<file path="config.mk">
export PLATFORM = sky130hd
export DESIGN_NAME = mc_control_fsm
export DESIGN_NICKNAME = d
export VERILOG_FILES = /design/src/rtl/mc_ctrl_pkg.sv /design/src/rtl/mc_retire_counter.sv /design/src/rtl/mc_control_fsm.sv
export SDC_FILE = /design/constraint.sdc
export NUM_CORES = 1
export LEC_CHECK = 0
export BUFFER_PORTS_ARGS = -buffer_cell sky130_fd_sc_hd__buf_2
export CORE_ASPECT_RATIO = 0.8
export CORE_MARGIN = 4
export CORE_UTILIZATION = 30
export CTS_BUF_LIST = sky130_fd_sc_hd__clkbuf_8
export DETAILED_ROUTE_END_ITERATION = 16
export GPL_TIMING_DRIVEN = 1
export PLACE_DENSITY_LB_ADDON = 0.1
export SLEW_MARGIN = 20
export SYNTH_ARGS = -nofsm -noshare
export SYNTH_HDL_FRONTEND = slang
export SYNTH_SLANG_ARGS = --single-unit
</file>
<file path="constraint.sdc">
create_clock -name clk -period 4.9 [get_ports clk]
set_input_delay 0.245 -clock clk [delete_from_list [all_inputs] [get_ports clk]]
set_output_delay 0.245 -clock clk [all_outputs]
set_load 0.03 [all_outputs]
</file>
<file path="src/rtl/mc_ctrl_pkg.sv">
// mc_ctrl_pkg: shared definitions for the multi-cycle MIPS control unit.
//   - state_t    : FSM state encodings (fits in 4 bits)
//   - OP_*       : instruction opcode field values
//   - ALU_B_*, ALU_OP_*, PC_SRC_* : datapath mux / ALU encodings
//   - ctrl_t     : per-state Moore control word
//   - state_ctrl : decode from a state to its control word
package mc_ctrl_pkg;

    localparam int ST_W = 4;

    typedef enum logic [3:0] {
        S_FETCH     = 4'd0,
        S_DECODE    = 4'd1,
        S_MEM_ADDR  = 4'd2,
        S_MEM_RD    = 4'd3,
        S_MEM_WB    = 4'd4,
        S_MEM_WR    = 4'd5,
        S_EXEC      = 4'd6,
        S_R_WB      = 4'd7,
        S_BRANCH    = 4'd8,
        S_JUMP      = 4'd9,
        S_ADDI_EX   = 4'd10,
        S_ADDI_WB   = 4'd11,
        S_HALT      = 4'd12,
        S_BRANCH_NE = 4'd13
    } state_t;

    localparam logic [5:0] OP_RTYPE = 6'b000000;
    localparam logic [5:0] OP_LW    = 6'b100011;
    localparam logic [5:0] OP_SW    = 6'b101011;
    localparam logic [5:0] OP_BEQ   = 6'b000100;
    localparam logic [5:0] OP_J     = 6'b000010;
    localparam logic [5:0] OP_ADDI  = 6'b001000;
    localparam logic [5:0] OP_BNE   = 6'b000101;

    localparam logic [1:0] ALU_B_REG    = 2'b00;
    localparam logic [1:0] ALU_B_FOUR   = 2'b01;
    localparam logic [1:0] ALU_B_IMM    = 2'b10;
    localparam logic [1:0] ALU_B_IMM_SH = 2'b11;

    localparam logic [1:0] ALU_OP_ADD   = 2'b00;
    localparam logic [1:0] ALU_OP_SUB   = 2'b01;
    localparam logic [1:0] ALU_OP_FUNCT = 2'b10;

    localparam logic [1:0] PC_SRC_ALU    = 2'b00;
    localparam logic [1:0] PC_SRC_ALUOUT = 2'b01;
    localparam logic [1:0] PC_SRC_JUMP   = 2'b10;

    // fetch / retire_on_ready mark the states whose outputs also depend
    // on mem_ready in the current cycle; retire marks unconditional retire.
    typedef struct packed {
        logic       branch_ne;
        logic       pc_write;
        logic       pc_write_cond;
        logic       i_or_d;
        logic       mem_read;
        logic       mem_write;
        logic       mem_to_reg;
        logic       reg_dst;
        logic       reg_write;
        logic       alu_src_a;
        logic [1:0] alu_src_b;
        logic [1:0] alu_op;
        logic [1:0] pc_source;
        logic       fetch;
        logic       retire;
        logic       retire_on_ready;
    } ctrl_t;

    function automatic ctrl_t state_ctrl(input state_t s);
        ctrl_t c;
        c = '0;
        case (s)
            S_FETCH: begin
                c.mem_read  = 1'b1;
                c.alu_src_b = ALU_B_FOUR;
                c.fetch     = 1'b1;
            end
            S_DECODE: begin
                c.alu_src_b = ALU_B_IMM_SH;
            end
            S_MEM_ADDR: begin
                c.alu_src_a = 1'b1;
                c.alu_src_b = ALU_B_IMM;
            end
            S_MEM_RD: begin
                c.mem_read = 1'b1;
                c.i_or_d   = 1'b1;
            end
            S_MEM_WR: begin
                c.mem_write       = 1'b1;
                c.i_or_d          = 1'b1;
                c.retire_on_ready = 1'b1;
            end
            S_MEM_WB: begin
                c.reg_write  = 1'b1;
                c.mem_to_reg = 1'b1;
                c.retire     = 1'b1;
            end
            S_EXEC: begin
                c.alu_src_a = 1'b1;
                c.alu_src_b = ALU_B_REG;
                c.alu_op    = ALU_OP_FUNCT;
            end
            S_R_WB: begin
                c.reg_write = 1'b1;
                c.reg_dst   = 1'b1;
                c.retire    = 1'b1;
            end
            S_BRANCH, S_BRANCH_NE: begin
                c.alu_src_a     = 1'b1;
                c.alu_src_b     = ALU_B_REG;
                c.alu_op        = ALU_OP_SUB;
                c.pc_write_cond = 1'b1;
                c.pc_source     = PC_SRC_ALUOUT;
                c.branch_ne     = (s == S_BRANCH_NE);
                c.retire        = 1'b1;
            end
            S_JUMP: begin
                c.pc_write  = 1'b1;
                c.pc_source = PC_SRC_JUMP;
                c.retire    = 1'b1;
            end
            S_ADDI_EX: begin
                c.alu_src_a = 1'b1;
                c.alu_src_b = ALU_B_IMM;
                c.alu_op    = ALU_OP_ADD;
            end
            S_ADDI_WB: begin
                c.reg_write = 1'b1;
                c.retire    = 1'b1;
            end
            default: c = '0;
        endcase
        return c;
    endfunction

endpackage

</file>
<file path="src/rtl/mc_retire_counter.sv">
// mc_retire_counter: retired-instruction counter.
//   clk, rst_n : clock, async active-low reset (count -> 0)
//   inc_i      : increment on the next rising edge
//   count_o    : current count, wraps from all-ones to zero
module mc_retire_counter #(
    parameter int CNT_W = 32
) (
    input  logic             clk,
    input  logic             rst_n,
    input  logic             inc_i,
    output logic [CNT_W-1:0] count_o
);

    logic [CNT_W-1:0] count_q;

    always_ff @(posedge clk or negedge rst_n) begin
        if (!rst_n) begin
            count_q <= '0;
        end else if (inc_i) begin
            count_q <= count_q + CNT_W'(1);
        end
    end

    assign count_o = count_q;

endmodule

</file>
<file path="src/rtl/mc_control_fsm.sv">
// mc_control_fsm: multi-cycle MIPS control unit (Moore FSM with memory
// wait states, addi/j support, illegal-opcode trap, retire counter).
//
// Inputs : clk, rst_n (async active-low), opcode (IR[31:26]), mem_ready
// Outputs: datapath controls (pc_write, pc_write_cond, i_or_d, mem_read,
//          mem_write, ir_write, mem_to_reg, reg_dst, reg_write, alu_src_a,
//          alu_src_b, alu_op, pc_source), instr_done, illegal,
//          instr_count, state_dbg
//
// Build option MC_CTRL_BNE_EN: adds the bne instruction (BRANCH_NE state)
// and the branch_ne output. Without it, opcode 000101 traps as illegal.
//
// state       | meaning
// ------------+---------------------------------------------------
// FETCH       | read instruction at PC, PC+4; waits on mem_ready
// DECODE      | branch target into ALUOut, dispatch on opcode
// MEM_ADDR    | lw/sw effective address
// MEM_RD      | data read; waits on mem_ready
// MEM_WB      | load writeback to rt, retire
// MEM_WR      | data write; waits on mem_ready, retires then
// EXEC        | R-type ALU operation
// R_WB        | R-type writeback to rd, retire
// BRANCH      | beq compare / conditional PC load, retire
// BRANCH_NE   | bne compare / conditional PC load, retire
// JUMP        | jump target into PC, retire
// ADDI_EX     | addi ALU operation
// ADDI_WB     | addi writeback to rt, retire
// HALT        | illegal opcode trap, exit only by reset
module mc_control_fsm
    import mc_ctrl_pkg::*;
#(
    parameter int OPCODE_W = 6,
    parameter int CNT_W    = 32,
    parameter int STATE_W  = 4
) (
    input  logic                clk,
    input  logic                rst_n,
    input  logic [OPCODE_W-1:0] opcode,
    input  logic                mem_ready,
    output logic                pc_write,
    output logic                pc_write_cond,
    output logic                i_or_d,
    output logic                mem_read,
    output logic                mem_write,
    output logic                ir_write,
    output logic                mem_to_reg,
    output logic                reg_dst,
    output logic                reg_write,
    output logic                alu_src_a,
    output logic [1:0]          alu_src_b,
    output logic [1:0]          alu_op,
    output logic [1:0]          pc_source,
`ifdef MC_CTRL_BNE_EN
    output logic                branch_ne,
`endif
    output logic                instr_done,
    output logic                illegal,
    output logic [CNT_W-1:0]    instr_count,
    output logic [STATE_W-1:0]  state_dbg
);

    state_t     state_q, state_d;
    ctrl_t      ctrl_q;
    logic       illegal_q;
    logic       retire;
    logic [5:0] op6;

    assign op6 = 6'(opcode);

    always_comb begin
        state_d = state_q;
        case (state_q)
            S_FETCH:     if (mem_ready) state_d = S_DECODE;
            S_DECODE: begin
                case (op6)
                    OP_RTYPE:     state_d = S_EXEC;
                    OP_LW, OP_SW: state_d = S_MEM_ADDR;
                    OP_BEQ:       state_d = S_BRANCH;
                    OP_J:         state_d = S_JUMP;
                    OP_ADDI:      state_d = S_ADDI_EX;
`ifdef MC_CTRL_BNE_EN
                    OP_BNE:       state_d = S_BRANCH_NE;
`endif
                    default:      state_d = S_HALT;
                endcase
            end
            // Only lw/sw can reach MEM_ADDR, so anything but sw is a load.
            S_MEM_ADDR:  state_d = (op6 == OP_SW) ? S_MEM_WR : S_MEM_RD;
            S_MEM_RD:    if (mem_ready) state_d = S_MEM_WB;
            S_MEM_WR:    if (mem_ready) state_d = S_FETCH;
            S_MEM_WB:    state_d = S_FETCH;
            S_EXEC:      state_d = S_R_WB;
            S_R_WB:      state_d = S_FETCH;
            S_BRANCH:    state_d = S_FETCH;
            S_BRANCH_NE: state_d = S_FETCH;
            S_JUMP:      state_d = S_FETCH;
            S_ADDI_EX:   state_d = S_ADDI_WB;
            S_ADDI_WB:   state_d = S_FETCH;
            S_HALT:      state_d = S_HALT;
            default:     state_d = S_FETCH;
        endcase
    end

    // The control word is decoded from the next state so it is registered
    // alongside the state; its reset value is FETCH's word so the first
    // cycle after reset release already issues the instruction read.
    always_ff @(posedge clk or negedge rst_n) begin
        if (!rst_n) begin
            state_q   <= S_FETCH;
            ctrl_q    <= state_ctrl(S_FETCH);
            illegal_q <= 1'b0;
        end else begin
            state_q <= state_d;
            ctrl_q  <= state_ctrl(state_d);
            if (state_d == S_HALT) begin
                illegal_q <= 1'b1;
            end
        end
    end

    // Ungated retire feeds the counter; the counter is itself held in
    // reset while rst_n is low.
    assign retire = ctrl_q.retire | (ctrl_q.retire_on_ready & mem_ready);

    mc_retire_counter #(
        .CNT_W (CNT_W)
    ) u_retire_counter (
        .clk     (clk),
        .rst_n   (rst_n),
        .inc_i   (retire),
        .count_o (instr_count)
    );

    // rst_n gating makes every control drop the moment reset asserts,
    // including a write that is mid-handshake.
    assign pc_write      = rst_n & (ctrl_q.pc_write | (ctrl_q.fetch & mem_ready));
    assign ir_write      = rst_n & ctrl_q.fetch & mem_ready;
    assign pc_write_cond = rst_n & ctrl_q.pc_write_cond;
    assign i_or_d        = rst_n & ctrl_q.i_or_d;
    assign mem_read      = rst_n & ctrl_q.mem_read;
    assign mem_write     = rst_n & ctrl_q.mem_write;
    assign mem_to_reg    = rst_n & ctrl_q.mem_to_reg;
    assign reg_dst       = rst_n & ctrl_q.reg_dst;
    assign reg_write     = rst_n & ctrl_q.reg_write;
    assign alu_src_a     = rst_n & ctrl_q.alu_src_a;
    assign alu_src_b     = rst_n ? ctrl_q.alu_src_b : 2'b00;
    assign alu_op        = rst_n ? ctrl_q.alu_op    : 2'b00;
    assign pc_source     = rst_n ? ctrl_q.pc_source : 2'b00;
    assign instr_done    = rst_n & retire;
    assign illegal       = illegal_q;
    assign state_dbg     = STATE_W'(state_q);

`ifdef MC_CTRL_BNE_EN
    assign branch_ne     = rst_n & ctrl_q.branch_ne;
`else
    logic unused_branch_ne;
    assign unused_branch_ne = ctrl_q.branch_ne;
`endif

endmodule

</file>
==> flow_metrics.env <==
export IMPL_synth_top_area_share_pct=48.88
export IMPL_start_util_pct=31.28
export IMPL_layout_drive_gt1_share_pct=28.57
export IMPL_yosys_cell_count_top_type="dfrtp_1"
export IMPL_ios=63
export IMPL_worstMarginPinSlew_ps=539.0
export IMPL_cts_sinks=52
export IMPL_wl_per_cell_microns=14.23
export IMPL_ctsHtreeMaxLevel=2
export IMPL_cts_repair_resized=0
export IMPL_synth_area_leaders="dfrtp_1, xnor2_1, and2_1"
export IMPL_maxCapViolCount=0
export IMPL_totalWireLength_mm=5.722
export IMPL_avgSynthCellArea_sq_um=10.86
export IMPL_ctsHoldBuffers=1
export IMPL_synth_edf_count=0
export IMPL_synth_seq_cells=52
export IMPL_die_height_microns=89.79
export IMPL_grt_pass1_wl_mm=9.232
export IMPL_syn_to_final_growth_pct=20.40
export IMPL_hold_class="in -> reg"
export IMPL_required_ps=4660
export IMPL_arrival_ps=2290
export IMPL_cts_buffers_inserted=5
export IMPL_fillCellCount=822
export IMPL_post_route_period_util_pct=51.75
export IMPL_synth_nets=241
export IMPL_status="completed"
export IMPL_cts_root_buf="clkbuf_8"
export IMPL_route_vias_total=1857
export IMPL_place_hpwl_mm=4.176
export IMPL_fin_setup_tns_ps=0
export IMPL_cp_end_kind="output pin"
export IMPL_grt_pass1_vias=1720
export IMPL_first_iter_violations=72
export IMPL_fin_hold_ws_ps=296.8
export IMPL_syn_area_sq_mm=0.002509
export IMPL_gp_congestion=0.7817
export IMPL_async_flop_share_pct=100.0
export IMPL_clk_latency_ps=300
export IMPL_post_cts_buffers=0
export IMPL_grt_use_total_pct=11.86
export IMPL_cp_start_kind="primary input"
export IMPL_grt_max_degree=46
export IMPL_path_clk_slew_ps=90
export IMPL_ir_worst_vdd_v=0.0001301
export IMPL_antenna_cells=0
export IMPL_path_class="in -> out"
export IMPL_path_max_fanout=45
export IMPL_core_sq_mm=0.008019
export IMPL_grt_overflow=0
export IMPL_synth_flop_cell="dfrtp_1"
export IMPL_num_rows=29
export IMPL_fin_util_pct=37.67
export IMPL_ant_nets=0
export IMPL_fmax_ghz=0.3944
export IMPL_clock_path_buffers=2
export IMPL_drc_errors=0
export IMPL_hold_viol_final=0
export IMPL_setup_violations_final=0
export IMPL_synthCells=231
export IMPL_relSlewSlack_pct=64.07
export IMPL_dieArea_sq_mm=0.009898
export IMPL_nets=303
export IMPL_yosysTopAreaCell="dfrtp_1"
export IMPL_p_leak_nw=1.500
export IMPL_fin_crit_ps=2536
export IMPL_yosysWarnings=0
export IMPL_antenna_found_initial=0
export IMPL_seq_area_frac_synth_pct=52.02
export IMPL_yosys_top_cells_count="dfrtp_1, xnor2_1, nand2_1, and2_1, nand3_1"
export IMPL_synth_cell_types=49
export IMPL_cts_tree="built"
export IMPL_rsz0062_at_grt="false"
export IMPL_die_x_microns=110.2
export IMPL_power_density_mw_per_mm2=441.5
export IMPL_seq_area_sq_mm=0.001305
export IMPL_clock_skew_ps=7.110
export IMPL_multiInputGateArea_sq_mm=0.001140
export IMPL_detail_route_vias_per_cell=4.619
export IMPL_dr_pass1_iters=6
export IMPL_maxSlewViolCount=0
export IMPL_numPortBuffers=62
==> stage by stage <==
| stage | total power [mW] | worst slack, ps | instances | cell area, sq um |
|---|---|---|---|---|
| after detailed placement | 1.092 | 2808 | 393 | 2917 |
| after global routing | 1.431 | 2037 | 402 | 3020 |
| after global placement | 1.090 | 2825 | 393 | 2917 |
| after floorplan | 0.9568 | 2922 | 231 | 2509 |
| after CTS | 1.352 | 2277 | 402 | 3020 |
| final | 1.334 | 2364 | 402 | 3020 |
==> worst max-delay path, stage by stage <==
cell,delay (ps)
dlygate4sd3_1,520
buf_2,450
buf_4,520
and3_1,250
or2_2,100
buf_2,180
==> kinds of logic (layout without fill, tap and decap cells) <==
kind of cell / count (synthesis) / after routing / synth area share, %
and+or+nand+nor: 107 / 107 / 26.38
DFF: 52 / 52 / 52.02
xor gates and xnor gates: 34 / 34 / 11.87
AOI/OAI and AO/OA: 22 / 22 / 6.234
buffers and inverters: 14 / 77 / 2.544
adders and majority gates: 1 / 1 / 0.4987
muxes: 1 / 1 / 0.4488
==> cells in the final DEF, fill, tap and decap left out, types with 4 or more instances in the layout <==
cell type	count
and2_1	17
and3_1	4
buf_2	62
clkbuf_8	6
dfrtp_1	49
inv_1	4
nand2_1	20
nand3_1	15
nand4_1	8
nor2_1	7
nor3_1	8
nor4_1	5
o21ai_0	6
xnor2_1	28
xor2_1	6
==> flip-flops by register name, summed over array words and instances, names as in the netlist <==
signal,cells
illegal,1
ctrl_q,15
u_retire_counter.count_o,32
state_dbg,4
==> final timing paths <==
kind	from	slack, ps	to	cells after the start
max in group asynchronous	rst_n	3540	ctrl_q[7]	3
max	rst_n	2360	pc_write	6
min reg2reg	u_retire_counter.count_o[31]	470	u_retire_counter.count_o[31]	1
min in group asynchronous	rst_n	450	u_retire_counter.count_o[18]	2
min	opcode[1]	300	ctrl_q[4]	3
max reg2reg	state_dbg[2]	2780	ctrl_q[9]	5
==> metal layers <==
layer	global-route usage, %	share of wire (%)	vias to the layer above
li1	-	-	935
met1	19.46	53	872
met2	14.55	40	43
met3	3.725	6.1	7
met4	3.077	0.94	0
met5	0	0	-
==> power by group <==
part	internal [mW]	leakage [nW]	switching (mW)
Clock	0.113	0.0486	0.139
Combinational	0.166	0.755	0.316
Sequential	0.511	0.696	0.0889
==> layout make-up <==
class	instances	share of cell area, %
inverters	5	0.6214
clock inverters	2	0.3728
clock buffers	6	2.734
well taps	108	4.474
flip-flops and latches	52	43.21
multi-input cells	165	37.74
repair buffers	64	10.85
(Power assumes the default switching activity.)
